### src/rtl/hub75_pkg.sv
// Shared types, geometry constants and derived widths for the HUB75 panel driver.
package hub75_pkg;

    localparam int PANEL_WIDTH = 64;
    localparam int SCAN_ROWS   = 16;
    localparam int COLOR_DEPTH = 6;
    localparam int BASE_TIME   = 8;

    localparam int COL_W    = $clog2(PANEL_WIDTH);
    localparam int ROW_W    = $clog2(SCAN_ROWS);
    localparam int PLANE_W  = $clog2(COLOR_DEPTH);
    localparam int MAX_DISP = BASE_TIME << (COLOR_DEPTH - 1);
    localparam int CNT_W    = $clog2((MAX_DISP > 2 * PANEL_WIDTH) ? MAX_DISP : 2 * PANEL_WIDTH);

    typedef enum logic [1:0] {
        ST_SHIFT   = 2'd0,
        ST_LATCH   = 2'd1,
        ST_ROWSEL  = 2'd2,
        ST_DISPLAY = 2'd3
    } state_e;

    // Last in-state count of the display window for a bit-plane (length BASE_TIME << plane).
    function automatic logic [CNT_W-1:0] display_last(input logic [PLANE_W-1:0] plane);
        return CNT_W'((BASE_TIME << plane) - 1);
    endfunction

endpackage

### src/rtl/hub75_pattern_gen.sv
// Combinational test-pattern source: one RGB bit per lane for the current column, row, plane and frame.
module hub75_pattern_gen
    import hub75_pkg::*;
(
    input  logic [ROW_W-1:0]       row,
    input  logic [COL_W-1:0]       col,
    input  logic [PLANE_W-1:0]     plane,
    input  logic [COLOR_DEPTH-1:0] frame,
    input  logic                   selection_latched,
    output logic [11:0]            data
);

    logic [2:0] lane_s [4];

    // Per-lane bit selection: gradient (column / absolute row / frame) or full white.
    always_comb begin
        logic [COLOR_DEPTH-1:0] r_val;
        logic [COLOR_DEPTH-1:0] g_val;
        logic [COLOR_DEPTH-1:0] b_val;
        r_val = COLOR_DEPTH'(col);
        b_val = frame;
        g_val = '0;
        for (int l = 0; l < 4; l++) begin
            g_val = COLOR_DEPTH'(l * SCAN_ROWS + int'(row));
            if (selection_latched) begin
                lane_s[l] = 3'b111;
            end else begin
                lane_s[l] = {r_val[plane], g_val[plane], b_val[plane]};
            end
        end
    end

    assign data = {lane_s[0], lane_s[1], lane_s[2], lane_s[3]};

endmodule

### src/rtl/hub75_top.sv
// HUB75 panel driver: shift/latch/row-select/display sequencer with binary-coded modulation.
module hub75_top
    import hub75_pkg::*;
(
    input  logic clk,
    input  logic rst,
    input  logic selection,
    output logic r1,
    output logic g1,
    output logic b1,
    output logic r2,
    output logic g2,
    output logic b2,
    output logic r3,
    output logic g3,
    output logic b3,
    output logic r4,
    output logic g4,
    output logic b4,
    output logic clk_out,
    output logic lat,
    output logic blank,
    output logic row_clk,
    output logic row_data
);

    state_e                 state_q, state_d;
    logic [CNT_W-1:0]       cnt_q, cnt_d;
    logic [PLANE_W-1:0]     plane_q, plane_d;
    logic [ROW_W-1:0]       row_q, row_d;
    logic [COLOR_DEPTH-1:0] frame_q, frame_d;
    logic                   sel_q, sel_d;
    logic [11:0]            rgb_q, rgb_d;
    logic                   clk_out_q, clk_out_d;
    logic                   lat_q, lat_d;
    logic                   blank_q, blank_d;
    logic                   row_clk_q, row_clk_d;
    logic                   row_data_q, row_data_d;

    logic                   frame_start_s;
    logic                   sel_eff_s;
    logic [COL_W-1:0]       col_s;
    logic [11:0]            pat_data_s;

    // Selection is only taken at the very first shift cycle of a frame so a frame never tears.
    assign frame_start_s = (state_q == ST_SHIFT) && (cnt_q == '0) && (plane_q == '0) && (row_q == '0);
    assign sel_eff_s     = frame_start_s ? selection : sel_q;
    assign col_s         = cnt_q[COL_W:1];

    hub75_pattern_gen u_pattern (
        .row               (row_q),
        .col               (col_s),
        .plane             (plane_q),
        .frame             (frame_q),
        .selection_latched (sel_eff_s),
        .data              (pat_data_s)
    );

    // Sequencer next-state, counter advance and next output values.
    always_comb begin
        state_d    = state_q;
        cnt_d      = cnt_q + CNT_W'(1);
        plane_d    = plane_q;
        row_d      = row_q;
        frame_d    = frame_q;
        sel_d      = sel_eff_s;
        rgb_d      = rgb_q;
        clk_out_d  = 1'b0;
        lat_d      = 1'b0;
        blank_d    = 1'b1;
        row_clk_d  = 1'b0;
        row_data_d = 1'b0;
        case (state_q)
            ST_SHIFT: begin
                clk_out_d = cnt_q[0];
                rgb_d     = pat_data_s;
                if (cnt_q == CNT_W'(2 * PANEL_WIDTH - 1)) begin
                    state_d = ST_LATCH;
                    cnt_d   = '0;
                end else begin
                    state_d = ST_SHIFT;
                end
            end
            ST_LATCH: begin
                lat_d = (cnt_q == '0);
                if (cnt_q == CNT_W'(1)) begin
                    state_d = (plane_q == '0) ? ST_ROWSEL : ST_DISPLAY;
                    cnt_d   = '0;
                end else begin
                    state_d = ST_LATCH;
                end
            end
            ST_ROWSEL: begin
                case (cnt_q)
                    CNT_W'(0): row_data_d = (row_q == '0);
                    CNT_W'(1): begin
                        row_data_d = row_data_q;
                        row_clk_d  = 1'b1;
                    end
                    default:   row_data_d = 1'b0;
                endcase
                if (cnt_q == CNT_W'(2)) begin
                    state_d = ST_DISPLAY;
                    cnt_d   = '0;
                end else begin
                    state_d = ST_ROWSEL;
                end
            end
            ST_DISPLAY: begin
                blank_d = 1'b0;
                if (cnt_q == display_last(plane_q)) begin
                    state_d = ST_SHIFT;
                    cnt_d   = '0;
                    if (plane_q == PLANE_W'(COLOR_DEPTH - 1)) begin
                        plane_d = '0;
                        if (row_q == ROW_W'(SCAN_ROWS - 1)) begin
                            row_d   = '0;
                            frame_d = frame_q + COLOR_DEPTH'(1);
                        end else begin
                            row_d = row_q + ROW_W'(1);
                        end
                    end else begin
                        plane_d = plane_q + PLANE_W'(1);
                    end
                end else begin
                    state_d = ST_DISPLAY;
                end
            end
            default: begin
                state_d = ST_SHIFT;
                cnt_d   = '0;
            end
        endcase
    end

    // State, counter and registered-output flops with synchronous active-low reset.
    always_ff @(posedge clk) begin
        if (!rst) begin
            state_q    <= ST_SHIFT;
            cnt_q      <= '0;
            plane_q    <= '0;
            row_q      <= '0;
            frame_q    <= '0;
            sel_q      <= 1'b0;
            rgb_q      <= 12'h000;
            clk_out_q  <= 1'b0;
            lat_q      <= 1'b0;
            blank_q    <= 1'b1;
            row_clk_q  <= 1'b0;
            row_data_q <= 1'b0;
        end else begin
            state_q    <= state_d;
            cnt_q      <= cnt_d;
            plane_q    <= plane_d;
            row_q      <= row_d;
            frame_q    <= frame_d;
            sel_q      <= sel_d;
            rgb_q      <= rgb_d;
            clk_out_q  <= clk_out_d;
            lat_q      <= lat_d;
            blank_q    <= blank_d;
            row_clk_q  <= row_clk_d;
            row_data_q <= row_data_d;
        end
    end

    assign {r1, g1, b1, r2, g2, b2, r3, g3, b3, r4, g4, b4} = rgb_q;
    assign clk_out  = clk_out_q;
    assign lat      = lat_q;
    assign blank    = blank_q;
    assign row_clk  = row_clk_q;
    assign row_data = row_data_q;

endmodule

### config.mk
export PLATFORM = sky130hd
export DESIGN_NAME = hub75_top
export DESIGN_NICKNAME = d
export VERILOG_FILES = /design/src/rtl/hub75_pkg.sv /design/src/rtl/hub75_pattern_gen.sv /design/src/rtl/hub75_top.sv
export SDC_FILE = /design/constraint.sdc
export NUM_CORES = 1
export LEC_CHECK = 0
export BUFFER_PORTS_ARGS = -buffer_cell sky130_fd_sc_hd__buf_4
export CAP_MARGIN = 30
export CORE_MARGIN = 5
export CORE_UTILIZATION = 51
export DETAILED_ROUTE_END_ITERATION = 7
export HOLD_SLACK_MARGIN = 0.15
export PLACE_DENSITY = 0.75
export SYNTH_ARGS = -nofsm -noshare
export SYNTH_HDL_FRONTEND = slang
export SYNTH_SLANG_ARGS = --single-unit
### constraint.sdc
create_clock -name clk -period 6.6 [get_ports clk]
set_input_delay 0.33 -clock clk [delete_from_list [all_inputs] [get_ports clk]]
set_output_delay 0.33 -clock clk [all_outputs]
set_load 0.01 [all_outputs]
Word-level counts from Yosys, hierarchy flattened
Cells that the tools add are included.

storage, ports and cells
  register bits after elaboration = 41
  input port bits = 3
  output and inout port bits = 17
  word-level logic and storage cells = 77

cells by class
  add/subtract/negate cells = 8
  order comparisons = 1
  equal/unequal tests = 9
  shift operators = 1
  muxes and demuxes = 33
  reductions and logical operators = 13

operator list
  kind                 number
  $mux 8               4
  $pmux 8 s4           1
  $bmux 1 s3           6
  $mux 3               5
  $add 6x4->6 const A  2
  $mux 1               12
  $add 8x1->8 const B  1
  $eq 8x1->1 const B   1
  $eq 8x2->1 const B   1
  $eq 8x7->1 const B   1
  $eq 8x8->1           1
  $logic_not 8->1      1
  $pmux 2 s4           1
  $reduce_and 2->1     4
  $shl 4x3->8 const A  1
  $sub 8x2->8 const B  1
  $add 5x4->6 const A  1
  $add 6x1->6 const B  1
  $add 4x1->4 const B  1
  $eq 2x2->1 const B   2
  $eq 4x4->1 const B   1
  $logic_not 4->1      1
  $lt 3x4->1 const B   1
  $mux 2               2
  other kinds (10)     12

Depth between registers and ports, before layout
  depth in word-level cells = 6
  mapped depth = 10
  gate-level depth less buffers = 9

Hierarchy
From an unflattened synthesis, not the netlist that was laid out.

second synthesis, totals
  cells, all modules = 278
  area total of the unflattened synthesis = 2317.2 um^2

modules (own cells, without submodules)
  module             times used  cells each  area an instance (um^2)  seq. area each (um^2)
  hub75_top          1           246         2053.2                   820.8
  hub75_pattern_gen  1           32          264.0                    0.0

Worst setup path after synthesis
OpenSTA, ideal clock, no wires.

  path type = reg-to-reg
  start point = register plane_q[0]
  end point = register frame_q[1]
  library setup time = 128 ps
  arrival = 2279 ps
  setup slack = 4194 ps
  cell stages (with the launch flop) = 11
  buffers on the path = 1
  clock period less this slack = 2406 ps
  cells stage by stage = dfxtp_1 -> buf_2 -> nor2_2 -> nand2_1 -> ha_1 -> xnor2_1 -> a311oi_4 -> nand4_2 -> a211oi_4 -> mux2i_1 -> nor2_1

between the ends
  longest elaborated chain between the ends = 4
  elaborated cells between the ends (all ways) = 5
  those cells by class = 1 x add/sub; 2 x eq/ne; 1 x shift; 1 x reduce/logical

ends and longest elaborated chain
  item                                   RTL line          text
  from (decl)                            hub75_top.sv:29   logic [PLANE_W-1:0] plane_q, plane_d;
  from (signal assigned)                 hub75_top.sv:154  plane_q <= plane_d;
  $shl 4x3->8                            hub75_pkg.sv:24   return CNT_W'((BASE_TIME << plane) - 1);
  $sub 8x2->8                            hub75_pkg.sv:24
  $eq 8x8->1                             hub75_top.sv:111  if (cnt_q == display_last(plane_q)) begin
  $reduce_and 4->1 (no source line) (*)  --
  to (signal assigned)                   hub75_top.sv:156  frame_q <= frame_d;
  to (decl)                              hub75_top.sv:31   logic [COLOR_DEPTH-1:0] frame_q, frame_d;

Mark *: on every way between the ends. The rest lies on a longest branch, timed or not.
A chain may end at the register's enable or synchronous reset.

Worst setup path in the final report
  start point = register plane_q[0]
  end point = register cnt_q[6]

between the ends
  longest elaborated chain between the ends = 5

ends and longest elaborated chain
  item                  RTL line          text
  $shl 4x3->8           hub75_pkg.sv:24
  $sub 8x2->8           hub75_pkg.sv:24
  $eq 8x8->1            hub75_top.sv:111
  $mux 8                hub75_top.sv:111
  $pmux 8 s4            hub75_top.sv:73   case (state_q)
  to (signal assigned)  hub75_top.sv:153  cnt_q <= cnt_d;
  to (decl)             hub75_top.sv:28   logic [CNT_W-1:0] cnt_q, cnt_d;

No other way between the ends.

==> impl_results.md <==
- Min-Delay Endpoint: blank
- Post-Place Cell Area: 0.002176 mm^2
- Area growth, synth to finish: 10.17%
- Post-route antenna net violation count: 0
- Skew final: approximately 0.0058 ns
- Pre-CTS setup slack: just under 4 ns
- Max Freq: 0.3478 GHz
- Startpoint types: flip-flop
- Hold slack final: about 0.31 ns
- Post-synth cell types: 47
- Final Wtd Congestion: between 0.9 and 1
- CTS tree: done
- # port buffers: 19
- Storage cell area: 700.7 um^2
- Top post-synthesis cells by area: dfxtp_1, ha_1, nand3_1
- Post-route setup slack: between 3 and 4 ns
- Cell accounting for the most synthesized area: dfxtp_1
- Vias in the first global route: 1643
- Total vias in the final route: 1797
- DR vias/cell: 5.873
- Worst-path cell chain: nor2_2, nand2_1, ha_1, xor2_1, mux2i_1, a21oi_2, nand3b_1, o21ai_1, a211oi_1
- Reg2Reg Setup Slack: 3.72 ns
- DRT Wirelength: 4.542 mm
- Largest net degree at the start of global routing: 19
- CTS-repair resized insts: 0
- Slowest CP cell: dfxtp_1
- Area of the multi-input gates: 0.001210 mm^2
- Worst setup EP type: flip-flop
- Root Driver: clkbuf_8
- Status: finished clean
- CP bufs+invs: 0
- Layout cells sized above 1: between 15 and 20%
- Grt total ovfl: 0
- Hold Path Cell Cnt: 2
- Post-route cell area: 0.002263 mm^2
- Final hold viol count: 0
- Syn_nets: 257
- Reg2reg end: cnt_q[6]
- Rel. slew slack: 50.96%
- Crit path depth: 9
- Static Leak: 0.8582 nW
- FF+latch count, synth: 35
- R2r startpoint: plane_q[0]
- Worst min-delay path startpoint: rst
- Die area: 0.005398 mm^2
- Detailed-placement wirelength estimate: 3.191 mm
- DR DRC count: 0
- Post-Syn Area per Cell: 8.386 um^2
- Fill count: about 350
- Post-synth top flop: dfxtp_1
- RSZ-0062 raised after global routing: no
- Crit-path max FO: 18
- Final worst path period share: between 40% and 50%
- Max Cap Viol: 0
- Reg clk slew, reported paths: 0.07 ns
- Pwr per Cell Area: 186.8 mW/mm^2
- H-tree Lvls: 2
- Mapped Area: about 0.0021 mm^2
- Most frequent cell after synthesis: dfxtp_1
- Die Wd: 73.47 um
- Synth warnings: 0
- Final min period: ~2.9 ns
- Setup bufs post-CTS: 0
- Reg2reg path depth: 9
- Post-synth top cells: dfxtp_1, nor2_1, nand3_1
- Final setup violation count: 0
- Clock buffer depth: 2
- Site row count: 23
- WP data arrival: between 3 and 4 ns
- Delay-heaviest family, CP: compound AO/OA/AOI/OAI gates
- Worst min path class: input port to flip-flop
- Final-stage net count: 268
- Worst-Skew Late Latency: 0.29 ns
- CP peak stage delay: 0.72 ns
- Initial antenna violation count: 0
- WP data required: 6.74 ns
- Async set-reset flop share out of synthesis: 0%
- EDFF count, synth: 0
- Initial core utilization: between 50% and 60%
- Num CTS Buffers: 5
- First-pass GRT wire length: 7.445 mm
- Core area: 0.003943 mm^2
- WL/cell: ~15 um
- Post-synthesis sequential area ratio: 34.10%
- Antenna Diode Count: 0
- GRT Overall Usage: around 18%
- Die height: 73.47 um
- Top-area cell type share of the netlist area: 34.10%
- TNS Setup: 0 ns
- Pins Over Slew Limit: 0
- Clk sinks: 35
- Synthesized instance count: 245
- # IOs: 20
- Setup CP Type: flip-flop to flip-flop
- Initial drt markers: 131
- Peak VDD IR: 75.21 uV
- Hold-fix buffers at CTS: 0
- Detailed Routing Iterations Pass 1: 4
- Worst-Margin Slew: 0.7329 ns
-- cell type report --
type	count	share of cell area (%)
multi-input combinational	179	53.45
sequential	35	30.96
timing repair buffer	19	6.302
clock buffer	6	3.648
tap	50	2.764
inverter	16	2.653
clock inverter	1	0.2211
-- state kept, by name, indices dropped and copies added, names as in the netlist, 2 cells and up --
signal / count
frame_q: 6
cnt_q: 8
plane_q: 3
row_q: 4
rgb_q: 6
state_q: 2
-- per-stage QoR --
stage	util (%)	total power, W	cells
2_1_floorplan	-	0.0002577	245
3_3_place_gp	55.19	0.0002724	299
3_5_place_dp	55.19	0.0002728	299
4_1_cts	57.41	0.0004287	306
5_1_grt	57.41	0.0004420	306
6_report	57.41	0.0004229	306
-- power by group --
group	switching, W	internal (W)
clock	0.0000729	0.0000817
combinational	0.0000237	0.0000205
sequential	0.00000606	0.000218
-- how the worst max path moves through the flow --
stage	from	end	slack, ns
after floorplan	plane_q[0]	frame_q[1]	4.19
after global routing	plane_q[0]	cnt_q[6]	3.50
after CTS	plane_q[0]	cnt_q[6]	3.75
final	plane_q[0]	cnt_q[6]	3.72
after detailed placement	plane_q[0]	frame_q[1]	3.85
after global placement	plane_q[0]	frame_q[1]	3.91
-- cell families after synthesis --
| family | count (synthesis) | share of synthesized area (%) |
|---|---|---|
| AND/OR/NAND/NOR | 90 | 22.23 |
| AO/OA/AOI/OAI | 59 | 19.85 |
| flip-flops | 35 | 34.10 |
| buffers and inverters | 31 | 7.003 |
| XOR/XNOR | 11 | 5.055 |
| multiplexers | 10 | 6.273 |
| adder cells (fa/ha/maj) | 9 | 5.481 |
-- cells in the final DEF (no fill, tap or decap), types with 8 or more instances in the layout --
cell | netlist | final
a21oi_1 | 19 | 19
buf_4 | 6 | 19
dfxtp_1 | 35 | 35
ha_1 | 9 | 9
inv_1 | 14 | 14
mux2i_1 | 8 | 8
nand2_1 | 16 | 16
nand3_1 | 21 | 21
nor2_1 | 22 | 22
o21ai_0 | 9 | 9
-- layer usage --
layer | GRT usage [%] | up-vias | wire, um
met5 | 0 | - | 0
met4 | 9.256 | 0 | 150
met3 | 4.378 | 20 | 305
met2 | 27.56 | 67 | 2078
met1 | 22.34 | 827 | 2007
li1 | - | 883 | -
No activity file was read; power rests on OpenSTA's default activity.
